==> config.mk <==
export PLATFORM = sky130hd
export DESIGN_NAME = div_sequencer
export DESIGN_NICKNAME = d
export VERILOG_FILES = /design/src/rtl/div_sequencer_pkg.sv /design/src/rtl/div_sign_fix.sv /design/src/rtl/div_sequencer.sv
export SDC_FILE = /design/constraint.sdc
export NUM_CORES = 1
export LEC_CHECK = 0
export BUFFER_PORTS_ARGS = -buffer_cell sky130_fd_sc_hd__buf_2
export CAP_MARGIN = 20
export CELL_PAD_IN_SITES_DETAIL_PLACEMENT = 0
export CELL_PAD_IN_SITES_GLOBAL_PLACEMENT = 1
export CORE_ASPECT_RATIO = 1.1
export CORE_MARGIN = 2
export CORE_UTILIZATION = 42
export CTS_CLUSTER_SIZE = 16
export DETAILED_ROUTE_END_ITERATION = 16
export HOLD_SLACK_MARGIN = 0.02
export PLACE_DENSITY = 0.89
export SETUP_SLACK_MARGIN = 0.15
export SLEW_MARGIN = 20
export SYNTH_ARGS = -nofsm -noshare
export SYNTH_HDL_FRONTEND = slang
export SYNTH_SLANG_ARGS = --single-unit
export TNS_END_PERCENT = 10
==> constraint.sdc <==
create_clock -name clk -period 6.4 [get_ports clk]
set_input_delay 1.28 -clock clk [delete_from_list [all_inputs] [get_ports clk]]
set_output_delay 1.28 -clock clk [all_outputs]
set_load 0.05 [all_outputs]
==> src/rtl/div_sequencer_pkg.sv <==
// Shared definitions for the divider front-end sequencer.
// Holds the FSM state encoding, the default datapath width, and the
// constants used for the divide-by-zero shortcut result.
package div_sequencer_pkg;

    // Default operand/result width; must match the divider datapath.
    localparam int DIV_WIDTH = 32;

    // Sequencer states.
    typedef enum logic [2:0] {
        ST_IDLE = 3'd0,
        ST_LOAD = 3'd1,
        ST_RUN  = 3'd2,
        ST_FIX  = 3'd3,
        ST_DONE = 3'd4
    } state_e;

    // Divide-by-zero returns a quotient with every bit set to this value and
    // passes the raw dividend through as the remainder.
    localparam logic DIV0_Q_FILL = 1'b1;

endpackage : div_sequencer_pkg

==> src/rtl/div_sign_fix.sv <==
// Combinational magnitude / negate helper.
// Returns the two's-complement negation of value when negate is set,
// otherwise value unchanged (arithmetic is modulo 2^WIDTH).
// Ports:
//   value  - input operand
//   negate - 1 = return -value
//   result - conditioned output
module div_sign_fix #(
    parameter int WIDTH = 32
) (
    input  logic [WIDTH-1:0] value,
    input  logic             negate,
    output logic [WIDTH-1:0] result
);

    localparam logic [WIDTH-1:0] ONE = {{(WIDTH-1){1'b0}}, 1'b1};

    // Conditional two's-complement negate.
    always_comb begin
        result = value;
        if (negate) begin
            result = ~value + ONE;
        end else begin
            result = value;
        end
    end

endmodule : div_sign_fix

==> src/rtl/div_sequencer.sv <==
// Front-end sequencer for the multi-cycle unsigned divider.
// Accepts signed/unsigned divide requests, feeds operand magnitudes to the
// divider through its load/run/ready protocol, sign-corrects the result and
// holds it until the consumer accepts it. Divide-by-zero and signed overflow
// are answered directly; a watchdog aborts a hung divider with Resp_err.
// Ports:
//   clk, Reset                         - clock, synchronous active-high reset
//   Req_valid/Req_ready/Req_signed,
//   Req_dividend/Req_divisor           - request handshake and operands
//   Resp_valid/Resp_ready/Resp_quotient,
//   Resp_remainder/Resp_err            - response handshake and results
//   Div_load/Div_run/Div_dividend,
//   Div_divisor                        - control and operands to the divider
//   Div_ready/Div_quotient/Div_remainder - divider status and raw results
module div_sequencer
    import div_sequencer_pkg::*;
#(
    parameter int WIDTH   = DIV_WIDTH,
    parameter int TIMEOUT = 40
) (
    input  logic             clk,
    input  logic             Reset,
    input  logic             Req_valid,
    output logic             Req_ready,
    input  logic             Req_signed,
    input  logic [WIDTH-1:0] Req_dividend,
    input  logic [WIDTH-1:0] Req_divisor,
    output logic             Resp_valid,
    input  logic             Resp_ready,
    output logic [WIDTH-1:0] Resp_quotient,
    output logic [WIDTH-1:0] Resp_remainder,
    output logic             Resp_err,
    output logic             Div_load,
    output logic             Div_run,
    output logic [WIDTH-1:0] Div_dividend,
    output logic [WIDTH-1:0] Div_divisor,
    input  logic             Div_ready,
    input  logic [WIDTH-1:0] Div_quotient,
    input  logic [WIDTH-1:0] Div_remainder
);

    localparam int               WD_W     = $clog2(TIMEOUT + 1);
    localparam logic [WD_W-1:0]  WD_ZERO  = {WD_W{1'b0}};
    localparam logic [WD_W-1:0]  WD_ONE   = {{(WD_W-1){1'b0}}, 1'b1};
    localparam logic [WD_W-1:0]  WD_LAST  = WD_W'(TIMEOUT - 1);
    localparam logic [WIDTH-1:0] ZERO     = {WIDTH{1'b0}};
    localparam logic [WIDTH-1:0] ALL_ONES = {WIDTH{1'b1}};
    localparam logic [WIDTH-1:0] MOST_NEG = {1'b1, {(WIDTH-1){1'b0}}};
    localparam logic [WIDTH-1:0] DIV0_Q   = {WIDTH{DIV0_Q_FILL}};

    state_e           state_r;
    state_e           state_nxt_s;
    logic             req_ready_r;
    logic             resp_valid_r;
    logic             resp_err_r;
    logic             div_load_r;
    logic             div_run_r;
    logic [WIDTH-1:0] resp_quotient_r;
    logic [WIDTH-1:0] resp_remainder_r;
    logic [WIDTH-1:0] div_dividend_r;
    logic [WIDTH-1:0] div_divisor_r;
    logic [WIDTH-1:0] q_raw_r;
    logic [WIDTH-1:0] r_raw_r;
    logic             neg_q_r;
    logic             neg_r_r;
    logic [WD_W-1:0]  wdog_r;

    logic             accept_s;
    logic             dvd_neg_s;
    logic             dvs_neg_s;
    logic             div_zero_s;
    logic             overflow_s;
    logic             ready_hit_s;
    logic             timeout_s;
    logic [WIDTH-1:0] dvd_mag_s;
    logic [WIDTH-1:0] dvs_mag_s;
    logic [WIDTH-1:0] q_fix_s;
    logic [WIDTH-1:0] r_fix_s;

    assign Req_ready      = req_ready_r;
    assign Resp_valid     = resp_valid_r;
    assign Resp_err       = resp_err_r;
    assign Resp_quotient  = resp_quotient_r;
    assign Resp_remainder = resp_remainder_r;
    assign Div_load       = div_load_r;
    assign Div_run        = div_run_r;
    assign Div_dividend   = div_dividend_r;
    assign Div_divisor    = div_divisor_r;

    assign accept_s    = Req_valid & req_ready_r & (state_r == ST_IDLE);
    assign dvd_neg_s   = Req_signed & Req_dividend[WIDTH-1];
    assign dvs_neg_s   = Req_signed & Req_divisor[WIDTH-1];
    assign div_zero_s  = (Req_divisor == ZERO);
    assign overflow_s  = Req_signed & (Req_dividend == MOST_NEG) & (Req_divisor == ALL_ONES);
    // The first RUN cycle (watchdog still 0) sees the previous operation's
    // Ready level, so it must not be trusted.
    assign ready_hit_s = Div_ready & (wdog_r != WD_ZERO);
    assign timeout_s   = (wdog_r == WD_LAST);

    div_sign_fix #(.WIDTH(WIDTH)) u_dvd_mag (.value(Req_dividend), .negate(dvd_neg_s), .result(dvd_mag_s));
    div_sign_fix #(.WIDTH(WIDTH)) u_dvs_mag (.value(Req_divisor),  .negate(dvs_neg_s), .result(dvs_mag_s));
    div_sign_fix #(.WIDTH(WIDTH)) u_q_fix   (.value(q_raw_r),      .negate(neg_q_r),   .result(q_fix_s));
    div_sign_fix #(.WIDTH(WIDTH)) u_r_fix   (.value(r_raw_r),      .negate(neg_r_r),   .result(r_fix_s));

    // Next-state decode.
    always_comb begin
        state_nxt_s = state_r;
        case (state_r)
            ST_IDLE: begin
                if (accept_s) begin
                    if (div_zero_s || overflow_s) begin
                        state_nxt_s = ST_DONE;
                    end else begin
                        state_nxt_s = ST_LOAD;
                    end
                end else begin
                    state_nxt_s = ST_IDLE;
                end
            end
            ST_LOAD: state_nxt_s = ST_RUN;
            ST_RUN: begin
                if (ready_hit_s) begin
                    state_nxt_s = ST_FIX;
                end else if (timeout_s) begin
                    state_nxt_s = ST_DONE;
                end else begin
                    state_nxt_s = ST_RUN;
                end
            end
            ST_FIX: state_nxt_s = ST_DONE;
            ST_DONE: begin
                if (Resp_ready) begin
                    state_nxt_s = ST_IDLE;
                end else begin
                    state_nxt_s = ST_DONE;
                end
            end
            default: state_nxt_s = ST_IDLE;
        endcase
    end

    // State register and handshake/control outputs, registered from the next state.
    always_ff @(posedge clk) begin
        if (Reset) begin
            state_r      <= ST_IDLE;
            req_ready_r  <= 1'b1;
            resp_valid_r <= 1'b0;
            div_load_r   <= 1'b0;
            div_run_r    <= 1'b0;
        end else begin
            state_r      <= state_nxt_s;
            req_ready_r  <= (state_nxt_s == ST_IDLE);
            resp_valid_r <= (state_nxt_s == ST_DONE);
            div_load_r   <= (state_nxt_s == ST_LOAD);
            div_run_r    <= (state_nxt_s == ST_RUN);
        end
    end

    // Watchdog: counts RUN cycles from 0, cleared in every other state.
    always_ff @(posedge clk) begin
        if (Reset) begin
            wdog_r <= WD_ZERO;
        end else if (state_r == ST_RUN) begin
            wdog_r <= wdog_r + WD_ONE;
        end else begin
            wdog_r <= WD_ZERO;
        end
    end

    // Operand latch, raw result capture and response registers.
    always_ff @(posedge clk) begin
        if (Reset) begin
            div_dividend_r   <= ZERO;
            div_divisor_r    <= ZERO;
            neg_q_r          <= 1'b0;
            neg_r_r          <= 1'b0;
            q_raw_r          <= ZERO;
            r_raw_r          <= ZERO;
            resp_quotient_r  <= ZERO;
            resp_remainder_r <= ZERO;
            resp_err_r       <= 1'b0;
        end else begin
            case (state_r)
                ST_IDLE: begin
                    if (accept_s) begin
                        div_dividend_r <= dvd_mag_s;
                        div_divisor_r  <= dvs_mag_s;
                        neg_q_r        <= dvd_neg_s ^ dvs_neg_s;
                        neg_r_r        <= dvd_neg_s;
                        resp_err_r     <= 1'b0;
                        if (div_zero_s) begin
                            resp_quotient_r  <= DIV0_Q;
                            resp_remainder_r <= Req_dividend;
                        end else if (overflow_s) begin
                            resp_quotient_r  <= MOST_NEG;
                            resp_remainder_r <= ZERO;
                        end
                    end
                end
                ST_RUN: begin
                    if (ready_hit_s) begin
                        q_raw_r <= Div_quotient;
                        r_raw_r <= Div_remainder;
                    end else if (timeout_s) begin
                        resp_quotient_r  <= ZERO;
                        resp_remainder_r <= ZERO;
                        resp_err_r       <= 1'b1;
                    end
                end
                ST_FIX: begin
                    resp_quotient_r  <= q_fix_s;
                    resp_remainder_r <= r_fix_s;
                end
                ST_DONE: begin
                    if (Resp_ready) begin
                        resp_err_r <= 1'b0;
                    end
                end
                default: begin
                    resp_err_r <= 1'b0;
                end
            endcase
        end
    end

endmodule : div_sequencer

==> impl_metrics.json, run 1 <==
{
  "die_area_sq_um": 25900,
  "fin_skew_ns": 0.0140,
  "finalHoldViolCount": 0,
  "post_cts_resized": 0,
  "status": "finished, final reports clean",
  "ant_nets": 0,
  "path_clk_slew_ns": 0.06,
  "cts_tree": "built",
  "leakage_nw": 5.02,
  "num-nets-final": 1655,
  "totalPowerFinal_mw": 3.42,
  "holdBufCountCts": 0,
  "slew_headroom": 0.314,
  "grt_util_met2": 0.383,
  "fmax_mhz": 237,
  "netlist_instances": 1301,
  "drive_gt1_frac": 0.221,
  "numCtsBuffers": 24,
  "clock_sinks": 208,
  "fp.dieW_um": 154,
  "cts-root-buf": "clkbuf_16",
  "netlist_area_sq_um": 10300,
  "synth_seq_cells": 208,
  "tightestPinTransition_ns": 1.03,
  "io_pins": 267,
  "setup-violations-final": 0,
  "period_minus_slack_ns": 4.22,
  "ys.warnings.count": 0,
  "io_buffers": 266,
  "final_common_cell": "buf_2",
  "busiest_layer": "met2",
  "via_count": 10200,
  "clockBufferDepth": 3,
  "rows": 60,
  "drt_iter0_markers": 669,
  "core_sq_um": 24300,
  "grt_overflow_total": 0,
  "use_met1": 0.329,
  "yosysSeqAreaShare": 0.402,
  "grt_pass1_vias": 9626,
  "rsz0062_at_grt": "false",
  "postCtsSetupRepairBufs": 0,
  "post-route-drc-count": 0,
  "r2r_start": "q_raw_r[2]",
  "grt_usage": 0.240,
  "startpoint_type": "primary input",
  "regToRegEndpoint": "Resp_quotient[31]",
  "vdd.ir_drop.worst_mv": 0.164,
  "viasPerCell": 5.52,
  "grt_first_pass_wirelength_um": 51400,
  "antenna_found_initial": 4,
  "start_util": 0.425,
  "area_delta_synth_final_pct": 22.3,
  "grt_max_degree": 132,
  "crit_type": "primary input to flop",
  "grt_use_met3": 0.0407,
  "period_share": 0.660,
  "routed_wl_um": 32100,
  "dp_hpwl_um": 22700,
  "synth_cell_types": 49,
  "nFillCells": 2432,
  "cp-startpoint": "Req_divisor[0]",
  "tns_ns": 0,
  "crit_arrival_ns": 4.65,
  "dr.pass1.iters": 5,
  "cts_max_level": 1,
  "required_ns": 6.82,
  "maxCapViolations": 0,
  "cp-end-kind": "flop",
  "min_path_type": "flop to flop",
  "syn_area_per_cell_sq_um": 7.95,
  "worstSkewPairLatency_ns": 0.52,
  "wl_per_cell_um": 17.4,
  "slew_violations": 0,
  "final_cell_mix": "buf_2 (265), dfxtp_1 (207), nor2_1 (187), nand2_1 (177), a211oi_1 (112)",
  "power_density_nw_per_um2": 271,
  "crit_end": "Resp_remainder[26]",
  "worstRegToRegCells": 6,
  "gp_congestion": 0.922,
  "die_h_um": 169,
  "crit_fanout": 49,
  "r2r_slack_ns": 3.30,
  "syn_nets": 1442
}
## logic make-up after synthesis
kind of cell,Yosys count,synth area share
AO/OA/AOI/OAI,325,0.209
adder cells (fa/ha/maj),7,0.00846
XOR/XNOR,120,0.102
flip-flops,208,0.402
buffers and inverters,106,0.0432
multiplexers,2,0.00193
AND/OR/NAND/NOR,533,0.233
## flip-flops by register name (all words and copies together) (netlist names), 3 cells and up
signal	flops
Resp_remainder	32
Resp_quotient	32
wdog_r	6
Div_divisor	32
state_r	3
r_raw_r	32
Div_dividend	32
q_raw_r	32
## critical path: stages
cell and delay [ns]:
buf_2 0.14, inv_1 0.07, ha_1 0.16, or3b_2 0.53, nor4_4 0.35, nand3_1 0.19
o31ai_1 0.50, o21a_2 0.86, buf_12 0.29, nor2_1 0.06, a211oi_1 0.20
## area by class of cell
| type | count | area, sq um | share of cell area |
|---|---|---|---|
| Clock buffer | 30 | 684 | 0.0541 |
| Clock inverter | 14 | 156 | 0.0124 |
| Antenna cell | 3 | 7.51 | 0.000593 |
| Multi-Input combinational cell | 987 | 5760 | 0.455 |
| Sequential cell | 208 | 4170 | 0.329 |
| Inverter | 16 | 60.1 | 0.00474 |
| Tap cell | 310 | 388 | 0.0306 |
| Timing Repair Buffer | 277 | 1430 | 0.113 |
## metrics by stage
step | cell area (sq um) | setup slack (ns) | instances | hold slack (ns) | utilization
floorplan | 10300 | 2.96 | 1301 | 0.426 | -
global placement | 11800 | 1.74 | 1798 | 0.437 | 0.485
detailed placement | 11800 | 1.68 | 1798 | 0.444 | 0.485
CTS | 12600 | 2.20 | 1842 | 0.453 | 0.520
global route | 12700 | 1.95 | 1845 | 0.472 | 0.520
finish | 12700 | 2.18 | 1845 | 0.453 | 0.520
## where the power goes
| part | leakage, nW | switching [mW] | internal (mW) |
|---|---|---|---|
| Clock | 0.418 | 0.566 | 0.881 |
| Sequential | 1.69 | 0.0400 | 1.36 |
| Combinational | 2.91 | 0.425 | 0.157 |
| Total | 5.02 | 1.03 | 2.39 |
## how the worst min path moves through the flow
stage / endpoint / from / depth (start not counted)
2_1_floorplan: wdog_r[0] / wdog_r[0] / 1
3_3_place_gp: Div_divisor[31] / Div_divisor[31] / 2
3_5_place_dp: Div_divisor[31] / Div_divisor[31] / 2
4_1_cts: Div_divisor[31] / Div_divisor[31] / 2
5_1_grt: Div_dividend[31] / Div_dividend[31] / 2
6_report: Div_divisor[31] / Div_divisor[31] / 2
## layer usage
metal  vias to the layer above  part of all wire
met3                        57             0.067
met5                         -           0.00022
met2                       355              0.45
met1                      4693              0.45
li1                       5072                 -
met4                         2             0.030
## Yosys cell counts, drive strengths merged
master | n | share of area
or2 | 4 | 0.0024
a41o | 1 | 0.00097
nor4b | 1 | 0.00085
a211oi | 112 | 0.081
a31oi | 5 | 0.0030
a21oi | 94 | 0.045
o32ai | 1 | 0.00085
a41oi | 1 | 0.00085
nand2 | 177 | 0.064
or3 | 9 | 0.0054
o21ai | 33 | 0.016
nor2b | 3 | 0.0018
nand3 | 16 | 0.0077
o21a | 3 | 0.0022
o31a | 1 | 0.00085
o41ai | 19 | 0.016
mux2i | 2 | 0.0019
nand3b | 2 | 0.0015
dfxtp | 208 | 0.40
o21bai | 1 | 0.00073
a311oi | 3 | 0.0025
nand2b | 5 | 0.0030
buf | 20 | 0.012
ha | 7 | 0.0085
inv | 16 | 0.0058
nand4b | 2 | 0.0017
xnor2 | 86 | 0.073
or3b | 2 | 0.0017
nor2 | 188 | 0.068
and2 | 5 | 0.0030
o211a | 1 | 0.00097
nor3 | 62 | 0.031
o31ai | 24 | 0.017
nor4 | 25 | 0.020
a221oi | 7 | 0.0059
xor2 | 34 | 0.029
nand4 | 13 | 0.0079
a2111oi | 1 | 0.00085
and3 | 5 | 0.0030
or4 | 14 | 0.010
clkbuf | 70 | 0.025
a22oi | 18 | 0.013
(Power assumes the default switching activity.)
==> run 2, diff against run 1 <==
- CORE_UTILIZATION: 42 -> 39
- PLACE_DENSITY: 0.89 -> 0.84
- clock period: 6.4 -> 4.2 ns (I/O delays scaled with it)
==> run 2 against run 1 <==
  * Die area up 7.5%
  * Critical path depth down 2
  * First-iteration DRC count up 16%
  * Critical endpoint is now Resp_remainder[6]
==> impl_metrics.json, run 2 (same netlist as run 1, synthesis figures left out) <==
{
  "maxCapViolations": 0,
  "vdd.ir_drop.worst_mv": 0.229,
  "setup-violations-final": 0,
  "cp-end-kind": "flop",
  "gp_congestion": 0.951,
  "crit_chain": "buf_2 > or4_1 > nor4_1 > nand4_1 > nor4_2 > o21a_2 > buf_12 > nor2_1 > a211oi_1",
  "rsz0062_at_grt": "false",
  "rows": 62,
  "min_path_type": "flop to flop",
  "grt_overflow_total": 0,
  "dp_hpwl_um": 23500,
  "dr.pass1.iters": 5,
  "holdBufCountCts": 0,
  "final_util": 0.489,
  "num-nets-final": 1663,
  "slew_headroom": 0.285,
  "period_share": 0.802,
  "area_delta_synth_final_pct": 23.1,
  "ant_nets": 0,
  "required_ns": 4.63,
  "tightestPinTransition_ns": 1.07,
  "viasPerCell": 5.34,
  "post_cts_resized": 0,
  "cts-root-buf": "clkbuf_16",
  "die_h_um": 175,
  "grt_max_degree": 134,
  "cp_slowest_cell": "or4_1",
  "fmax_mhz": 297,
  "grt_pass1_vias": 9575,
  "final_common_cell": "buf_2",
  "multiInputGateArea_sq_um": 5760,
  "io_buffers": 266,
  "via_count": 10100,
  "nFillCells": 2686,
  "slew_violations": 0,
  "cts_tree": "built",
  "postCtsSetupRepairBufs": 0,
  "crit_arrival_ns": 3.79,
  "antenna_found_initial": 2,
  "core_sq_um": 26100,
  "startpoint_type": "primary input",
  "totalPowerFinal_mw": 5.08,
  "tns_ns": 0,
  "routed_wl_um": 32200,
  "fp.dieW_um": 159,
  "fin_skew_ns": 0.0122,
  "worstSkewPairLatency_ns": 0.52,
  "slowest_delay_ns": 0.63,
  "period_minus_slack_ns": 3.37,
  "crit_type": "primary input to flop",
  "crit_fanout": 31,
  "seq_area_sq_um": 4160,
  "numCtsBuffers": 23,
  "clock_sinks": 208,
  "grt_first_pass_wirelength_um": 51800,
  "clockBufferDepth": 3,
  "post-route-drc-count": 0,
  "wl_per_cell_um": 17.0,
  "power_density_nw_per_um2": 399,
  "finalHoldViolCount": 0,
  "postLayoutCellArea_sq_um": 12700,
  "status": "finished, final reports clean",
  "dpl_cell_area_sq_um": 12000,
  "io_pins": 267,
  "drt_iter0_markers": 776,
  "leakage_nw": 5.04,
  "start_util": 0.397,
  "grt_usage": 0.226,
  "drive_gt1_frac": 0.222,
  "path_clk_slew_ns": 0.06,
  "cts_max_level": 1,
  "final_cell_mix": "buf_2 (265), dfxtp_1 (208), nor2_1 (187), nand2_1 (177), a211oi_1 (112)",
  "die_area_sq_um": 27900
}
-- run 2: power by group --
group | internal [mW] | switching [mW]
logic | 0.244 | 0.645
registers | 2.07 | 0.0607
clock network | 1.23 | 0.830
-- run 2: final timing paths --
kind | from | to | slack, ns | cells past startpoint
worst max-delay path | Req_dividend[24] | Resp_remainder[6] | 0.83 | 9
worst min-delay path | Div_dividend[31] | Div_dividend[31] | 0.45 | 2
worst min register to register | Div_dividend[31] | Div_dividend[31] | 0.45 | 2
worst max register to register | q_raw_r[16] | Resp_quotient[31] | 1.18 | 7
-- run 2: per-stage QoR --
step	hold slack [ns]	worst slack [ns]	std cells
after global placement	0.438	0.426	1849
after floorplan	0.426	1.20	1301
after CTS	0.449	0.881	1890
after global routing	0.468	0.680	1892
final	0.451	0.833	1892
after detailed placement	0.440	0.373	1849
-- run 2: area by class of cell --
type                       instances  share of cell area
inverter                          16             0.00471
clock inverter                     8             0.00756
clock buffer                      33              0.0528
sequential                       208               0.327
timing repair buffer             286               0.121
tap                              352              0.0346
multi-input combinational        987               0.452
antenna                            2            0.000393
-- run 2: metal layers --
metal,GRT usage,vias to the layer above,part of all wire
met1,0.312,4624,0.46
met5,0,-,0
met2,0.366,320,0.45
met3,0.0292,60,0.053
li1,-,5093,-
met4,0.0773,0,0.030
-- run 2: critical path: cells and delay by family --
family,cells,cell delay (ns)
and+or+nand+nor,5,1.86
buffers and inverters,2,0.37
AOI/OAI and AO/OA,2,0.69
